## src/rtl/circle_plotter_if.sv

```systemverilog
// Command and pixel-stream bundle between a sequencer (master) and circle_plotter (slave).
// The widths must match the X_W/Y_W/R_W parameters of the connected circle_plotter.
interface circle_plotter_if #(
  parameter int X_W = 8,
  parameter int Y_W = 7,
  parameter int R_W = 7
);
  logic           start;
  logic           mode;
  logic [X_W-1:0] cx;
  logic [Y_W-1:0] cy;
  logic [R_W-1:0] radius;
  logic [2:0]     colour_in;
  logic           plot_ready;
  logic [X_W-1:0] x;
  logic [Y_W-1:0] y;
  logic [2:0]     colour;
  logic           plot;
  logic           busy;
  logic           done;

  modport master (
    output start, mode, cx, cy, radius, colour_in, plot_ready,
    input  x, y, colour, plot, busy, done
  );

  modport slave (
    input  start, mode, cx, cy, radius, colour_in, plot_ready,
    output x, y, colour, plot, busy, done
  );
endinterface

```

## src/rtl/circle_plotter.sv

```systemverilog
// Midpoint circle / full-screen clear pixel generator with clipping, back-pressure
// and a start/busy/done command handshake. All outputs are registered.
module circle_plotter #(
  parameter int SCREEN_W = 160,
  parameter int SCREEN_H = 120,
  parameter int X_W      = 8,
  parameter int Y_W      = 7,
  parameter int R_W      = 7
) (
  input  logic         CLOCK_50,
  input  logic         resetn,
  circle_plotter_if.slave bus
);

  localparam int CW  = ((X_W > Y_W) ? X_W : Y_W) + 2;
  localparam int OW  = R_W + 2;
  localparam int RW2 = 2 * R_W + 3;

  typedef enum logic [2:0] {IDLE, CLR, INIT, EMIT, STEP, DONE} state_t;

  state_t                state;
  logic [X_W-1:0]        cx_l;
  logic [Y_W-1:0]        cy_l;
  logic [R_W-1:0]        r_l;
  logic [2:0]            col_l;
  logic signed [OW-1:0]  ox, oy;
  logic signed [RW2-1:0] crit;
  logic [2:0]            k;

  logic [X_W-1:0]        pix_x;
  logic [Y_W-1:0]        pix_y;
  logic [2:0]            pix_col;
  logic                  pix_plot;
  logic                  busy_q;
  logic                  done_q;

  assign bus.x      = pix_x;
  assign bus.y      = pix_y;
  assign bus.colour = pix_col;
  assign bus.plot   = pix_plot;
  assign bus.busy   = busy_q;
  assign bus.done   = done_q;

  // Next midpoint iteration, used by STEP.
  logic signed [OW-1:0]  oy_n, ox_n;
  logic signed [RW2-1:0] crit_n;
  logic                  crit_pos;

  always_comb begin
    crit_pos = !crit[RW2-1] && (crit != '0);
    oy_n     = oy + OW'(1);
    ox_n     = ox;
    crit_n   = crit + (RW2'(oy_n) <<< 1) + RW2'(1);
    if (crit_pos) begin
      ox_n   = ox - OW'(1);
      crit_n = crit + (RW2'(oy_n - ox_n) <<< 1) + RW2'(1);
    end
  end

  // The output registers always hold the pixel for the current k, so the
  // candidate is computed for the point that becomes current at the next edge.
  logic [2:0]            k_sel;
  logic signed [OW-1:0]  ox_sel, oy_sel;
  logic signed [CW-1:0]  cxe, cye, oxe, oye, sx, sy;
  logic                  in_range;

  always_comb begin
    k_sel  = k + 3'd1;
    ox_sel = ox;
    oy_sel = oy;
    case (state)
      INIT: begin
        k_sel  = 3'd0;
        ox_sel = OW'(r_l);
        oy_sel = '0;
      end
      STEP: begin
        k_sel  = 3'd0;
        ox_sel = ox_n;
        oy_sel = oy_n;
      end
      default: ;
    endcase

    cxe = CW'(cx_l);
    cye = CW'(cy_l);
    oxe = CW'(ox_sel);
    oye = CW'(oy_sel);
    sx  = cxe + oxe;
    sy  = cye + oye;
    case (k_sel)
      3'd0: begin sx = cxe + oxe; sy = cye + oye; end
      3'd1: begin sx = cxe + oye; sy = cye + oxe; end
      3'd2: begin sx = cxe - oxe; sy = cye + oye; end
      3'd3: begin sx = cxe - oye; sy = cye + oxe; end
      3'd4: begin sx = cxe - oxe; sy = cye - oye; end
      3'd5: begin sx = cxe - oye; sy = cye - oxe; end
      3'd6: begin sx = cxe + oxe; sy = cye - oye; end
      3'd7: begin sx = cxe + oye; sy = cye - oxe; end
      default: ;
    endcase
    in_range = !sx[CW-1] && !sy[CW-1] &&
               (sx < CW'(SCREEN_W)) && (sy < CW'(SCREEN_H));
  end

  logic stalled;
  assign stalled = pix_plot && !bus.plot_ready;

  always_ff @(posedge CLOCK_50) begin
    if (!resetn) begin
      state    <= IDLE;
      cx_l     <= '0;
      cy_l     <= '0;
      r_l      <= '0;
      col_l    <= '0;
      ox       <= '0;
      oy       <= '0;
      crit     <= '0;
      k        <= '0;
      pix_x    <= '0;
      pix_y    <= '0;
      pix_col  <= '0;
      pix_plot <= 1'b0;
      busy_q   <= 1'b0;
      done_q   <= 1'b0;
    end else begin
      case (state)
        IDLE: begin
          if (bus.start) begin
            cx_l    <= bus.cx;
            cy_l    <= bus.cy;
            r_l     <= bus.radius;
            col_l   <= bus.colour_in;
            pix_col <= bus.colour_in;
            busy_q  <= 1'b1;
            if (bus.mode) begin
              pix_x    <= '0;
              pix_y    <= '0;
              pix_plot <= 1'b1;
              state    <= CLR;
            end else begin
              state <= INIT;
            end
          end
        end

        CLR: begin
          if (bus.plot_ready) begin
            if (pix_x == X_W'(SCREEN_W - 1)) begin
              pix_x <= '0;
              if (pix_y == Y_W'(SCREEN_H - 1)) begin
                pix_y    <= '0;
                pix_plot <= 1'b0;
                done_q   <= 1'b1;
                state    <= DONE;
              end else begin
                pix_y <= pix_y + 1'b1;
              end
            end else begin
              pix_x <= pix_x + 1'b1;
            end
          end
        end

        INIT: begin
          ox       <= OW'(r_l);
          oy       <= '0;
          crit     <= RW2'(1) - RW2'(r_l);
          k        <= '0;
          pix_x    <= sx[X_W-1:0];
          pix_y    <= sy[Y_W-1:0];
          pix_col  <= col_l;
          pix_plot <= in_range;
          state    <= EMIT;
        end

        EMIT: begin
          if (!stalled) begin
            if (k == 3'd7) begin
              pix_plot <= 1'b0;
              state    <= STEP;
            end else begin
              k        <= k + 3'd1;
              pix_x    <= sx[X_W-1:0];
              pix_y    <= sy[Y_W-1:0];
              pix_plot <= in_range;
            end
          end
        end

        STEP: begin
          ox   <= ox_n;
          oy   <= oy_n;
          crit <= crit_n;
          if (oy_n > ox_n) begin
            done_q <= 1'b1;
            state  <= DONE;
          end else begin
            k        <= '0;
            pix_x    <= sx[X_W-1:0];
            pix_y    <= sy[Y_W-1:0];
            pix_plot <= in_range;
            state    <= EMIT;
          end
        end

        DONE: begin
          done_q <= 1'b0;
          busy_q <= 1'b0;
          state  <= IDLE;
        end

        default: state <= IDLE;
      endcase
    end
  end

endmodule

```

## src/flat_wrapper.sv

```systemverilog
// flat-port wrapper written by rule: the top's interface ports become plain ports
module circle_plotter_flat 
#(
  parameter int SCREEN_W = 160,
  parameter int SCREEN_H = 120,
  parameter int X_W      = 8,
  parameter int Y_W      = 7,
  parameter int R_W      = 7
)
  (CLOCK_50, resetn, bus_start, bus_mode, bus_cx, bus_cy, bus_radius, bus_colour_in, bus_plot_ready, bus_x, bus_y, bus_colour, bus_plot, bus_busy, bus_done);
  circle_plotter_if #(.X_W(X_W), .Y_W(Y_W), .R_W(R_W)) bus_i ();
  input  logic CLOCK_50;
  input  logic resetn;
  input wire logic [$bits(bus_i.start)-1:0] bus_start;
  input wire logic [$bits(bus_i.mode)-1:0] bus_mode;
  input wire logic [$bits(bus_i.cx)-1:0] bus_cx;
  input wire logic [$bits(bus_i.cy)-1:0] bus_cy;
  input wire logic [$bits(bus_i.radius)-1:0] bus_radius;
  input wire logic [$bits(bus_i.colour_in)-1:0] bus_colour_in;
  input wire logic [$bits(bus_i.plot_ready)-1:0] bus_plot_ready;
  output wire logic [$bits(bus_i.x)-1:0] bus_x;
  output wire logic [$bits(bus_i.y)-1:0] bus_y;
  output wire logic [$bits(bus_i.colour)-1:0] bus_colour;
  output wire logic [$bits(bus_i.plot)-1:0] bus_plot;
  output wire logic [$bits(bus_i.busy)-1:0] bus_busy;
  output wire logic [$bits(bus_i.done)-1:0] bus_done;
  assign bus_i.start = bus_start;
  assign bus_i.mode = bus_mode;
  assign bus_i.cx = bus_cx;
  assign bus_i.cy = bus_cy;
  assign bus_i.radius = bus_radius;
  assign bus_i.colour_in = bus_colour_in;
  assign bus_i.plot_ready = bus_plot_ready;
  assign bus_x = bus_i.x;
  assign bus_y = bus_i.y;
  assign bus_colour = bus_i.colour;
  assign bus_plot = bus_i.plot;
  assign bus_busy = bus_i.busy;
  assign bus_done = bus_i.done;
  circle_plotter #(.SCREEN_W(SCREEN_W), .SCREEN_H(SCREEN_H), .X_W(X_W), .Y_W(Y_W), .R_W(R_W)) u_core (.CLOCK_50(CLOCK_50), .resetn(resetn), .bus(bus_i));
endmodule
```

## config.mk

```make
export PLATFORM = sky130hd
export DESIGN_NAME = circle_plotter_flat
export DESIGN_NICKNAME = d
export VERILOG_FILES = /design/src/rtl/circle_plotter_if.sv /design/src/rtl/circle_plotter.sv /design/src/flat_wrapper.sv
export SDC_FILE = /design/constraint.sdc
export NUM_CORES = 1
export LEC_CHECK = 0
export ABC_CLOCK_PERIOD_IN_PS = 13510
export BUFFER_PORTS_ARGS = -buffer_cell sky130_fd_sc_hd__buf_2
export CAP_MARGIN = 20
export CELL_PAD_IN_SITES_DETAIL_PLACEMENT = 0
export CELL_PAD_IN_SITES_GLOBAL_PLACEMENT = 1
export CORE_UTILIZATION = 50
export DETAILED_ROUTE_END_ITERATION = 12
export PLACE_DENSITY_LB_ADDON = 0.25
export SYNTH_ARGS = -nofsm -noshare
export SYNTH_HDL_FRONTEND = slang
export SYNTH_SLANG_ARGS = --single-unit
```

## constraint.sdc

```tcl
create_clock -name CLOCK_50 -period 13.51 [get_ports CLOCK_50]
set_clock_uncertainty 0.05 [all_clocks]
set_input_delay 2.702 -clock CLOCK_50 [delete_from_list [all_inputs] [get_ports CLOCK_50]]
set_output_delay 2.702 -clock CLOCK_50 [all_outputs]
set_load 0.02 [all_outputs]
```

* Word level (Yosys, flattened, before mapping) *
Cells that the tools add are included.

cells by class
  add/subtract/negate cells = 19
  multipliers = 0
  div/mod/pow operators = 0
  order comparisons = 3
  equal/unequal tests = 25
  shifts and indexed selects = 0
  mux-type cells = 56
  bitwise logic cells = 0
  reduce and logical (&&, ||, !) cells = 36

operator list
  cell                                            count
  one-hot mux 10 bit (4 select lines)             2
  2-to-1 mux 7 bit                                8
  2-to-1 mux 8 bit                                7
  one-hot mux 8 bit (5 select lines)              1
  2-to-1 mux 3 bit                                12
  one-hot mux 9 bit (2 select lines)              2
  one-hot mux 7 bit (5 select lines)              1
  adder 17 x 2 -> 17 bit (second input constant)  2
  one-hot mux 17 bit (2 select lines)             1
  subtractor 9 x 9 -> 10 bit                      3
  == test 3 bit (second input constant)           7
  adder 8 x 9 -> 10 bit                           2
  adder 9 x 9 -> 10 bit                           2
  subtractor 8 x 9 -> 10 bit                      2
  OR reduction 2 bit                              9
  adder 17 x 10 -> 17 bit                         1
  adder 17 bit                                    1
  2-to-1 mux 17 bit                               1
  nonzero test 17 bit                             1
  AND reduction 8 bit                             2
  one-hot mux 3 bit (5 select lines)              1
  2-to-1 mux 1 bit                                13
  == test 3 x 2 -> 1 bit (second input constant)  4
  inequality test 2 bit (second input constant)   6
  31 further kinds                                48

word-level totals
  register bits after elaboration = 87
  latch bits = 0
  memory bits (writable) = 0
  ROM bits = 0
  input port bits = 30
  output and inout bits = 21
  logic and storage cells = 154
  memories = 0

* Longest topological paths before layout *
Gate-level depths: netlist of run 1.

  word-level depth = 13
  depth in mapped cells = 23
  gate-level depth less buffers = 22

* Worst setup path after synthesis of run 1 *
No wires, ideal clock.

  kind = reg-to-reg
  start point = reg u_core.ox[0]
  end point = reg u_core.crit[15]
  library setup time = 0.128 ns
  arrival = 4.385 ns
  required time = 13.332 ns
  path slack = 8.948 ns
  cell stages (with the launch flop) = 22
  buffers on the path = 0
  clock period less this slack = 4.562 ns
  cells stage by stage = dfxtp_1 inv_1 ha_1 ha_1 nor2b_1 o21ai_0 a21boi_0 o21ai_0 a21boi_0 o21ai_0 nand2_1 a221oi_1 ha_1 or2_2 o31ai_1 a211oi_1 o21ai_0 nand2b_1 a21oi_1 mux2i_1 a221oi_1 nor2_1

on the way
  longest elaborated chain between the ends = 6

ends and longest elaborated chain
  item                                 RTL line               text
  start, declared                      circle_plotter.sv:26   logic signed [OW-1:0] ox, oy;
  start signal, assigned               circle_plotter.sv:166  ox <= OW'(r_l);
  start signal, assigned               circle_plotter.sv:192  ox <= ox_n;
  subtractor 9 x 2 -> 9 bit            circle_plotter.sv:55   ox_n = ox - OW'(1);
  subtractor 9 x 9 -> 10 bit           circle_plotter.sv:56   crit_n = crit + (RW2'(oy_n - ox_n) <<< 1) + RW2'(1);
  adder 17 bit                         circle_plotter.sv:56
  adder 17 x 2 -> 17 bit               circle_plotter.sv:56
  2-to-1 mux 17 bit                    circle_plotter.sv:54   if (crit_pos) begin
  one-hot mux 17 bit (2 select lines)  circle_plotter.sv:127  case (state)
  end signal, assigned                 circle_plotter.sv:168  crit <= RW2'(1) - RW2'(r_l);
  end signal, assigned                 circle_plotter.sv:194  crit <= crit_n;
  end, declared                        circle_plotter.sv:27   logic signed [RW2-1:0] crit;

No other way between the ends.
A chain may end at the register's enable or synchronous reset.

* Final worst setup path of run 1 *
  start point = reg u_core.state[1]
  end point = reg u_core.pix_plot, in the netlist u_core.bus.plot

on the way
  longest elaborated chain between the ends = 13
  elaborated cells on any way between the ends = 55
  classes of those cells = add/sub: 8; order compare: 2; eq/ne: 18; mux: 9; reduce/logical: 18

ends and longest elaborated chain
  item                                                                            RTL line               text
  start, declared                                                                 circle_plotter.sv:21   state_t state;
  start signal, assigned                                                          circle_plotter.sv:111  state <= IDLE;
  start signal, assigned                                                          circle_plotter.sv:140  state <= CLR;
  start signal, assigned                                                          circle_plotter.sv:142  state <= INIT;
  parallel branches: the longest is 13 deep, another holds adder 9 x 9 -> 10 bit  --
  end signal, assigned                                                            circle_plotter.sv:173  pix_plot <= in_range;
  end signal, assigned                                                            circle_plotter.sv:186  pix_plot <= in_range;
  end signal, assigned                                                            circle_plotter.sv:202  pix_plot <= in_range;
  end, declared                                                                   circle_plotter.sv:33   logic pix_plot;

Several ways; the timed one is not identified. The select of a mux whose other input is x is not followed.

==> qor.csv, run 1 <==
stage;metric;value;unit
sta;total negative slack;0;ns
drt;DRC violations left;0;
worst_hold_path;Min-Delay Path Class;reg -> reg;
final_layout;n_diodes;0;
global_route;pin count of the biggest net entering global routing;42;
sta;Setup Viol. Count Final;0;
run;maxcap violations;0;
sta;maximum clock rate;183;MHz
synthesis;Post-Syn Area;8410;µm²
critical_path;worst path required time;13.74;ns
critical_path;CP Data Arrival Time;5.69;ns
drt;topmost layer with routed signal wires;met4;
worst_hold_path;hold depth;2;
drt;Post-Route WL;24900;µm
sta;Hold WS;0.404;ns
floorplanning;Die H;132;µm
global_route;GRT Total Usage;28.8;%
critical_path;CP Capture Type;flop;
floorplanning;Initial Utilization;50.9;%
sta;unrepaired setup endpoints after global routing;false;
critical_path;crit path buf inv count;0;
synthesis;Mapped Cells;1112;
synthesis;post-synthesis sequential area ratio;20.7;%
placement;Post-DP HPWL;18800;µm
sta;worst-margin pin slew;0.968;ns
clocking;CTS Buf Count;9;
placement;IO Port Bufs;50;
clocking;clock sinks;87;
synthesis;library cells used by synthesis;87;
sta;worst rel slew slack;35.3;%
final_layout;fraction of layout cells with a size suffix above 1;10.7;%
synthesis;synthesized flop and latch total;87;
floorplanning;Core Box Area;16500;µm²
clocking;latest clock arrival within the worst-skew pair;0.35;ns
floorplanning;# rows;47;
synthesis;syn avg cell area;7.56;µm²
global_route;initial antenna violation count;0;
synthesis;ys flop type;dfxtp_1;
sta;Final Hold Vio Count;0;
global_route;overflow left after global routing;0;
clocking;CTS Root Cell;clkbuf_16;
critical_path;CP cell instances;nor3b_4 -> nor2_2 -> a211o_1 -> a221oi_4 -> ha_1 -> nor2_1 -> nand3_1 -> o21a_1 -> o221ai_1 -> ha_1 -> nor2b_1 -> o21ai_0 -> nand2b_1 -> a31oi_1 -> nor2b_1 -> o21ai_0 -> or3b_1 -> mux2i_1 -> o211ai_1 -> a211oi_2;
synthesis;Async SR Flop Fraction;0;%
final_layout;most frequent cells in the layout;128 x nand2_1, 104 x nor2_1, 98 x a21oi_1;
final_layout;area delta synth->final;7.69;%
floorplanning;DIE WIDTH;132;µm
critical_path;Critical Path Stages;20;
sta;Slew Viols, Final;0;
clocking;Setup Buffers After CTS;0;
drt;number of iterations in the first detailed-routing pass;5;
drt;iteration-0 DRC count of the detailed router;655;
drt;DR WL met3;1360;µm
drt;Vias/cell;6.15;
synthesis;number of synthesized flops with an enable pin;0;
placement;DP Area;8780;µm²
sta;Final period util;40.4;%
critical_path;R2R depth;20;
synthesis;Mapped Nets;1220;
critical_path;CP max stage delay;0.93;ns
critical_path;Crit-path slowest cell;dfxtp_1;
drt;metal2 WL;11200;µm
final_layout;nets;1238;
clocking;cts repair resizes;0;
clocking;H-tree levels;3;
clocking;clk slew on worst S/H paths;0.07;ns
floorplanning;die outline area;17300;µm²
status;outcome;finished clean;
drt;final antenna-violating net count;0;
placement;routability cong.;0.899;
critical_path;worst-path maximum fanout;29;
drt;via count;8327;
synthesis;yosys warns;0;
critical_path;critical path's top delay family;compound AO/OA/AOI/OAI gates;
critical_path;crit path kind;reg -> reg;
sta;Final min period;5.45;ns
global_route;global-route wire length before repair;39700;µm
drt;Routed WL per cell;18.4;µm
final_layout;design area;9060;µm²
final_layout;most common cell after layout, fill and taps aside;nand2_1;
floorplanning;IO Count;51;
clocking;CTS tree;built;
global_route;vias in the first global route;7553;
drt;metal1 wirelength;11300;µm
critical_path;startpoint type of the worst setup path;flop;
clocking;CTS max path bufs;2;
clocking;# hold bufs at CTS;0;
metrics by stage:
stage	std cells	utilization (%)	worst slack, ns
3_5_place_dp	1339	53.2	8.03
6_report	1355	54.8	8.06
5_1_grt	1355	54.8	7.50
2_1_floorplan	1112	-	8.95
3_3_place_gp	1339	53.2	8.14
4_1_cts	1355	54.8	8.04
final timing paths:
path	start	to	slack (ns)
worst max-delay path	u_core.state[1]$_SDFFE_PN0P_	u_core.bus.plot$_SDFFE_PN0P_	8.06
worst min-delay path	u_core.cy_l[0]$_SDFFE_PN0P_	u_core.cy_l[0]$_SDFFE_PN0P_	0.40
worst max register to register	u_core.state[1]$_SDFFE_PN0P_	u_core.bus.plot$_SDFFE_PN0P_	8.06
worst min register to register	u_core.cy_l[0]$_SDFFE_PN0P_	u_core.cy_l[0]$_SDFFE_PN0P_	0.40
synth_stat cells (5+ instances only):
master    number  share of area (%)
o311a_1        5               0.60
buf_2          6               0.36
mux2i_1       10                1.2
and3_1        10               0.74
a21o_1        16                1.4
a221oi_1      15                1.6
clkbuf_1      38                1.7
buf_1          6               0.27
and2_1        10               0.74
o221ai_1       7               0.73
fa_1           5                1.2
nand2_1      128                5.7
ha_1          73                 11
buf_6          6               0.80
nor4b_1        5               0.52
o211ai_1       5               0.45
inv_1         43                1.9
nor3b_1        6               0.54
xnor2_1       49                5.1
a22oi_1       12                1.1
xor2_1        34                3.5
o21ai_0       72                4.3
nor3_1        31                1.8
o31ai_1        6               0.54
a31oi_1       30                2.2
a21oi_1       98                5.8
o22ai_1       13               0.97
dfxtp_1       87                 21
nor2_1       104                4.6
nor2b_1       12               0.89
nand2b_1      16                1.2
a211oi_1       9               0.80
or2_2          6               0.45
nand3_1       21                1.2
nand4_1        7               0.52
or3_1          7               0.52
flip-flops by register name (all words and copies together), names as in the netlist:
signal and count:
u_core.bus.busy 1, u_core.bus.colour 3, u_core.bus.done 1, u_core.bus.plot 1, u_core.bus.x 8, u_core.bus.y 7, u_core.col_l 3, u_core.crit 17
u_core.cx_l 8, u_core.cy_l 7, u_core.k 3, u_core.ox 9, u_core.oy 9, u_core.r_l 7, u_core.state 3
per-layer routing:
| layer | up-vias | track usage, % |
|---|---|---|
| li1 | 4123 | - |
| met1 | 3897 | 38.2 |
| met2 | 255 | 45.7 |
| met3 | 52 | 3.94 |
| met4 | 0 | 14.2 |
| met5 | - | 0 |
cells by family after synthesis:
logic type               count (synthesis)  share of synthesized area, %
adder cells (fa/ha/maj)                 78                          12.1
multiplexers                            12                          1.46
flip-flops                              87                          20.7
AND/OR/NAND/NOR                        397                          23.5
XOR/XNOR                                83                          8.64
AO/OA/AOI/OAI                          353                          28.4
buffers and inverters                  102                          5.22
area by class of cell:
cell class / count / area [µm²]
clock buffers: 11 / 243
clock inverters: 5 / 31.3
fillers: 1638 / 7470
inverters: 45 / 169
multi-input cells: 923 / 6240
flip-flops and latches: 87 / 1740
well taps: 220 / 275
repair buffers: 64 / 355
worst reg2reg max path: stages (launching register included):
cell	delay, ns
dfxtp_1	0.93
nor3b_4	0.84
nor2_2	0.07
a211o_1	0.32
a221oi_4	0.35
ha_1	0.31
nor2_1	0.09
nand3_1	0.09
o21a_1	0.13
o221ai_1	0.14
ha_1	0.34
nor2b_1	0.14
o21ai_0	0.14
nand2b_1	0.10
a31oi_1	0.25
nor2b_1	0.07
o21ai_0	0.20
or3b_1	0.36
mux2i_1	0.13
o211ai_1	0.12
a211oi_2	0.21
Power of run 1 is not shown: default switching activity piles up to over one toggle a cycle in this logic, so the estimate is an artifact.
==> run 2, diff against run 1 <==
--- a/config.mk
+++ b/config.mk
@@ -5,12 +5,13 @@
 export SDC_FILE = /design/constraint.sdc
 export NUM_CORES = 1
 export LEC_CHECK = 0
-export ABC_CLOCK_PERIOD_IN_PS = 13510
+export ABC_AREA = 1
+export ABC_CLOCK_PERIOD_IN_PS = 4500
 export BUFFER_PORTS_ARGS = -buffer_cell sky130_fd_sc_hd__buf_2
 export CAP_MARGIN = 20
 export CELL_PAD_IN_SITES_DETAIL_PLACEMENT = 0
 export CELL_PAD_IN_SITES_GLOBAL_PLACEMENT = 1
-export CORE_UTILIZATION = 50
+export CORE_UTILIZATION = 40
 export DETAILED_ROUTE_END_ITERATION = 12
 export PLACE_DENSITY_LB_ADDON = 0.25
 export SYNTH_ARGS = -nofsm -noshare
==> constraint.sdc (replaced) <==
create_clock -name CLOCK_50 -period 4.5 [get_ports CLOCK_50]
set_clock_uncertainty 0.05 [all_clocks]
set_input_delay 0.9 -clock CLOCK_50 [delete_from_list [all_inputs] [get_ports CLOCK_50]]
set_output_delay 0.9 -clock CLOCK_50 [all_outputs]
set_load 0.02 [all_outputs]
==> qor.csv, run 2 <==
stage;metric;value;unit
status;outcome;finished clean;
final_layout;nets;1453;
floorplanning;# rows;51;
synthesis;Post-Syn Area;8090;µm²
final_layout;area of the multi-input gates;5600;µm²
critical_path;critical path startpoint;u_core.state[2]$_SDFFE_PN0P_;
sta;worst rel slew slack;30.2;%
floorplanning;die outline area;20800;µm²
final_layout;area delta synth->final;13.2;%
worst_hold_path;Min-Delay Path Class;reg -> reg;
critical_path;CP max stage delay;0.37;ns
sta;Setup Viol. Count Final;0;
final_layout;max FFs per register;17;
placement;routability cong.;0.975;
sta;Final Hold Vio Count;0;
final_layout;final-layout fill cell count;2146;
drt;iteration-0 DRC count of the detailed router;617;
floorplanning;Core Box Area;19700;µm²
critical_path;crit path kind;reg -> reg;
synthesis;post-synth top area share;21.5;%
synthesis;yosys warns;0;
floorplanning;DIE WIDTH;144;µm
floorplanning;IO Count;51;
sta;Slew Viols, Final;0;
drt;via count;8638;
placement;DP Worst Slack;0.126;ns
final_layout;most common cell after layout, fill and taps aside;nand2_1;
critical_path;worst path required time;4.74;ns
drt;Post-Route WL;25600;µm
floorplanning;Initial Utilization;41.2;%
drt;Vias/cell;5.35;
synthesis;Mapped Cells;1280;
final_layout;sequential cell area;1750;µm²
clocking;clk slew on worst S/H paths;0.08;ns
synthesis;synth top area cells;dfxtp_1 22%, nand2_1 13%, ha_1 11%;
clocking;latest clock arrival within the worst-skew pair;0.36;ns
global_route;pin count of the biggest net entering global routing;34;
clocking;# hold bufs at CTS;0;
critical_path;Crit-path slowest cell;dfxtp_1;
critical_path;CP cell instances;inv_1 -> nor3_4 -> inv_2 -> nand2_2 -> buf_12 -> o22ai_1 -> inv_1 -> nand2_1 -> inv_2 -> ha_1 -> nand3_1 -> nor2_4 -> nand2_1 -> xor2_1 -> a22oi_1 -> ha_1 -> a21oi_1 -> o221ai_2 -> xor2_2 -> buf_4 -> buf_4 -> o22ai_1 -> nand4_1 -> a21oi_1;
floorplanning;Die H;144;µm
sta;worst-margin pin slew;1.04;ns
sta;Final period util;92.6;%
placement;DP Area;8780;µm²
critical_path;startpoint type of the worst setup path;flop;
sta;unrepaired setup endpoints after global routing;true;
synthesis;library cells used by synthesis;52;
final_layout;Largest regs;u_core.crit: 17 flops, u_core.ox: 9 flops, u_core.oy: 9 flops;
sta;worst setup margin;0.333;ns
synthesis;post-synthesis sequential area ratio;21.5;%
synthesis;synthesized flop and latch total;87;
global_route;GR Util met1;32.7;%
global_route;initial antenna violation count;0;
sta;Final min period;4.17;ns
clocking;H-tree levels;3;
clocking;CTS Root Cell;clkbuf_16;
synthesis;number of synthesized flops with an enable pin;0;
final_layout;n_diodes;0;
placement;Post-DP HPWL;20600;µm
final_layout;most frequent cells in the layout;273 x nand2_1, 165 x inv_1, 137 x nor2_1;
synthesis;cell taking the most area after synthesis;dfxtp_1;
critical_path;CP Capture Type;flop;
synthesis;Async SR Flop Fraction;0;%
critical_path;CP Data Arrival Time;4.40;ns
drt;number of iterations in the first detailed-routing pass;6;
placement;IO Port Bufs;50;
global_route;vias in the first global route;8027;
final_layout;fraction of layout cells with a size suffix above 1;11.3;%
clocking;clock sinks;87;
drt;final antenna-violating net count;0;
critical_path;CP endpoint;u_core.bus.x[7]$_SDFFE_PN0P_;
critical_path;R2R depth;24;
global_route;global-route wire length before repair;41100;µm
synthesis;Mapped Nets;1388;
drt;Routed WL per cell;15.8;µm
critical_path;Reg-to-Reg Start;u_core.state[2]$_SDFFE_PN0P_;
final_layout;design area;9160;µm²
drt;DRC violations left;0;
clocking;CTS Buf Count;9;
global_route;global-route track usage on met2;44.7;%
sta;total negative slack;0;ns
synthesis;syn avg cell area;6.32;µm²
critical_path;reg-to-reg slack, setup;0.33;ns
synthesis;ys flop type;dfxtp_1;
synthesis;most frequent cell after synthesis;nand2_1;
synthesis;synth cell count leaders;274 x nand2_1, 165 x inv_1, 137 x nor2_1;
critical_path;worst-path maximum fanout;29;
global_route;GR peak layer;met2;
critical_path;RR Endpoint;u_core.bus.x[7]$_SDFFE_PN0P_;
global_route;met3 Track Usage GR;2.72;%
clocking;CTS max path bufs;2;
global_route;GRT Total Usage;25.6;%
run;maxcap violations;0;
final_layout;Reg with most FFs;u_core.crit;
sta;maximum clock rate;240;MHz
clocking;CTS tree;built;
global_route;overflow left after global routing;0;
## run 2: cell count changes after synthesis, sizes merged, moves of 15 or more
cell | previous run | this run
a31oi | 30 | 15
clkbuf | 38 | 19
nor2 | 107 | 150
nand2 | 128 | 280
xnor2 | 49 | 17
nand2b | 16 | 0
a21o | 17 | 2
o21ai | 73 | 105
inv | 44 | 180
nand3 | 22 | 77
## run 2: cell families after synthesis
family | synth area share [%]
xor+xnor | 4.55
buf+inv | 10.0
compound gates | 21.8
simple gates | 29.6
flops | 21.5
fa+ha+maj | 12.5
## run 2: repair_timing
item,CTS,global route
endpoints found under the setup margin,0,6
buffers inserted,0,1
resized for setup,0,16
## run 2: per-layer routing
metal	routed length, µm	part of all wire, %	vias up
li1	-	-	4422
met1	12000	47	3946
met2	12100	47	225
met3	818	3.2	45
met4	668	2.6	0
met5	0	0	-
## run 2: worst max-delay path, delay by kind of cell (launching register included)
family / cells / cell delay [ns]
adder cells (fa/ha/maj): 2 / 0.51
AND/OR/NAND/NOR: 7 / 0.90
flip-flops: 1 / 0.37
buffers and inverters: 7 / 0.88
XOR/XNOR: 2 / 0.38
AO/OA/AOI/OAI: 6 / 1.00
## run 2: worst min path at each step
stage | startpoint | to | slack, ns | cells after the start
3_5_place_dp | u_core.col_l[1]$_SDFFE_PN0P_ | u_core.col_l[1]$_SDFFE_PN0P_ | 0.40 | 2
2_1_floorplan | u_core.cy_l[0]$_SDFFE_PN0P_ | u_core.cy_l[0]$_SDFFE_PN0P_ | 0.39 | 2
6_report | u_core.col_l[1]$_SDFFE_PN0P_ | u_core.col_l[1]$_SDFFE_PN0P_ | 0.41 | 2
4_1_cts | u_core.col_l[1]$_SDFFE_PN0P_ | u_core.col_l[1]$_SDFFE_PN0P_ | 0.42 | 2
3_3_place_gp | u_core.col_l[0]$_SDFFE_PN0P_ | u_core.col_l[0]$_SDFFE_PN0P_ | 0.40 | 2
5_1_grt | u_core.col_l[0]$_SDFFE_PN0P_ | u_core.col_l[0]$_SDFFE_PN0P_ | 0.44 | 2
## run 2: final cells by class
type | instances | area share, %
clock buffers | 9 | 2.46
clock inverters | 7 | 0.943
inverters | 181 | 7.42
multi-input cells | 985 | 61.1
flip-flops and latches | 87 | 19.1
well taps | 265 | 3.62
repair buffers | 81 | 5.41
## run 2: metrics by stage
| step | util, % | cells | hold WS (ns) |
|---|---|---|---|
| final | 46.6 | 1615 | 0.413 |
| after global routing | 46.6 | 1615 | 0.443 |
| after CTS | 46.3 | 1614 | 0.416 |
| after detailed placement | 44.7 | 1598 | 0.404 |
| after global placement | 44.7 | 1598 | 0.402 |
| after floorplan | - | 1280 | 0.385 |
Power of run 2 is left out for the same reason.
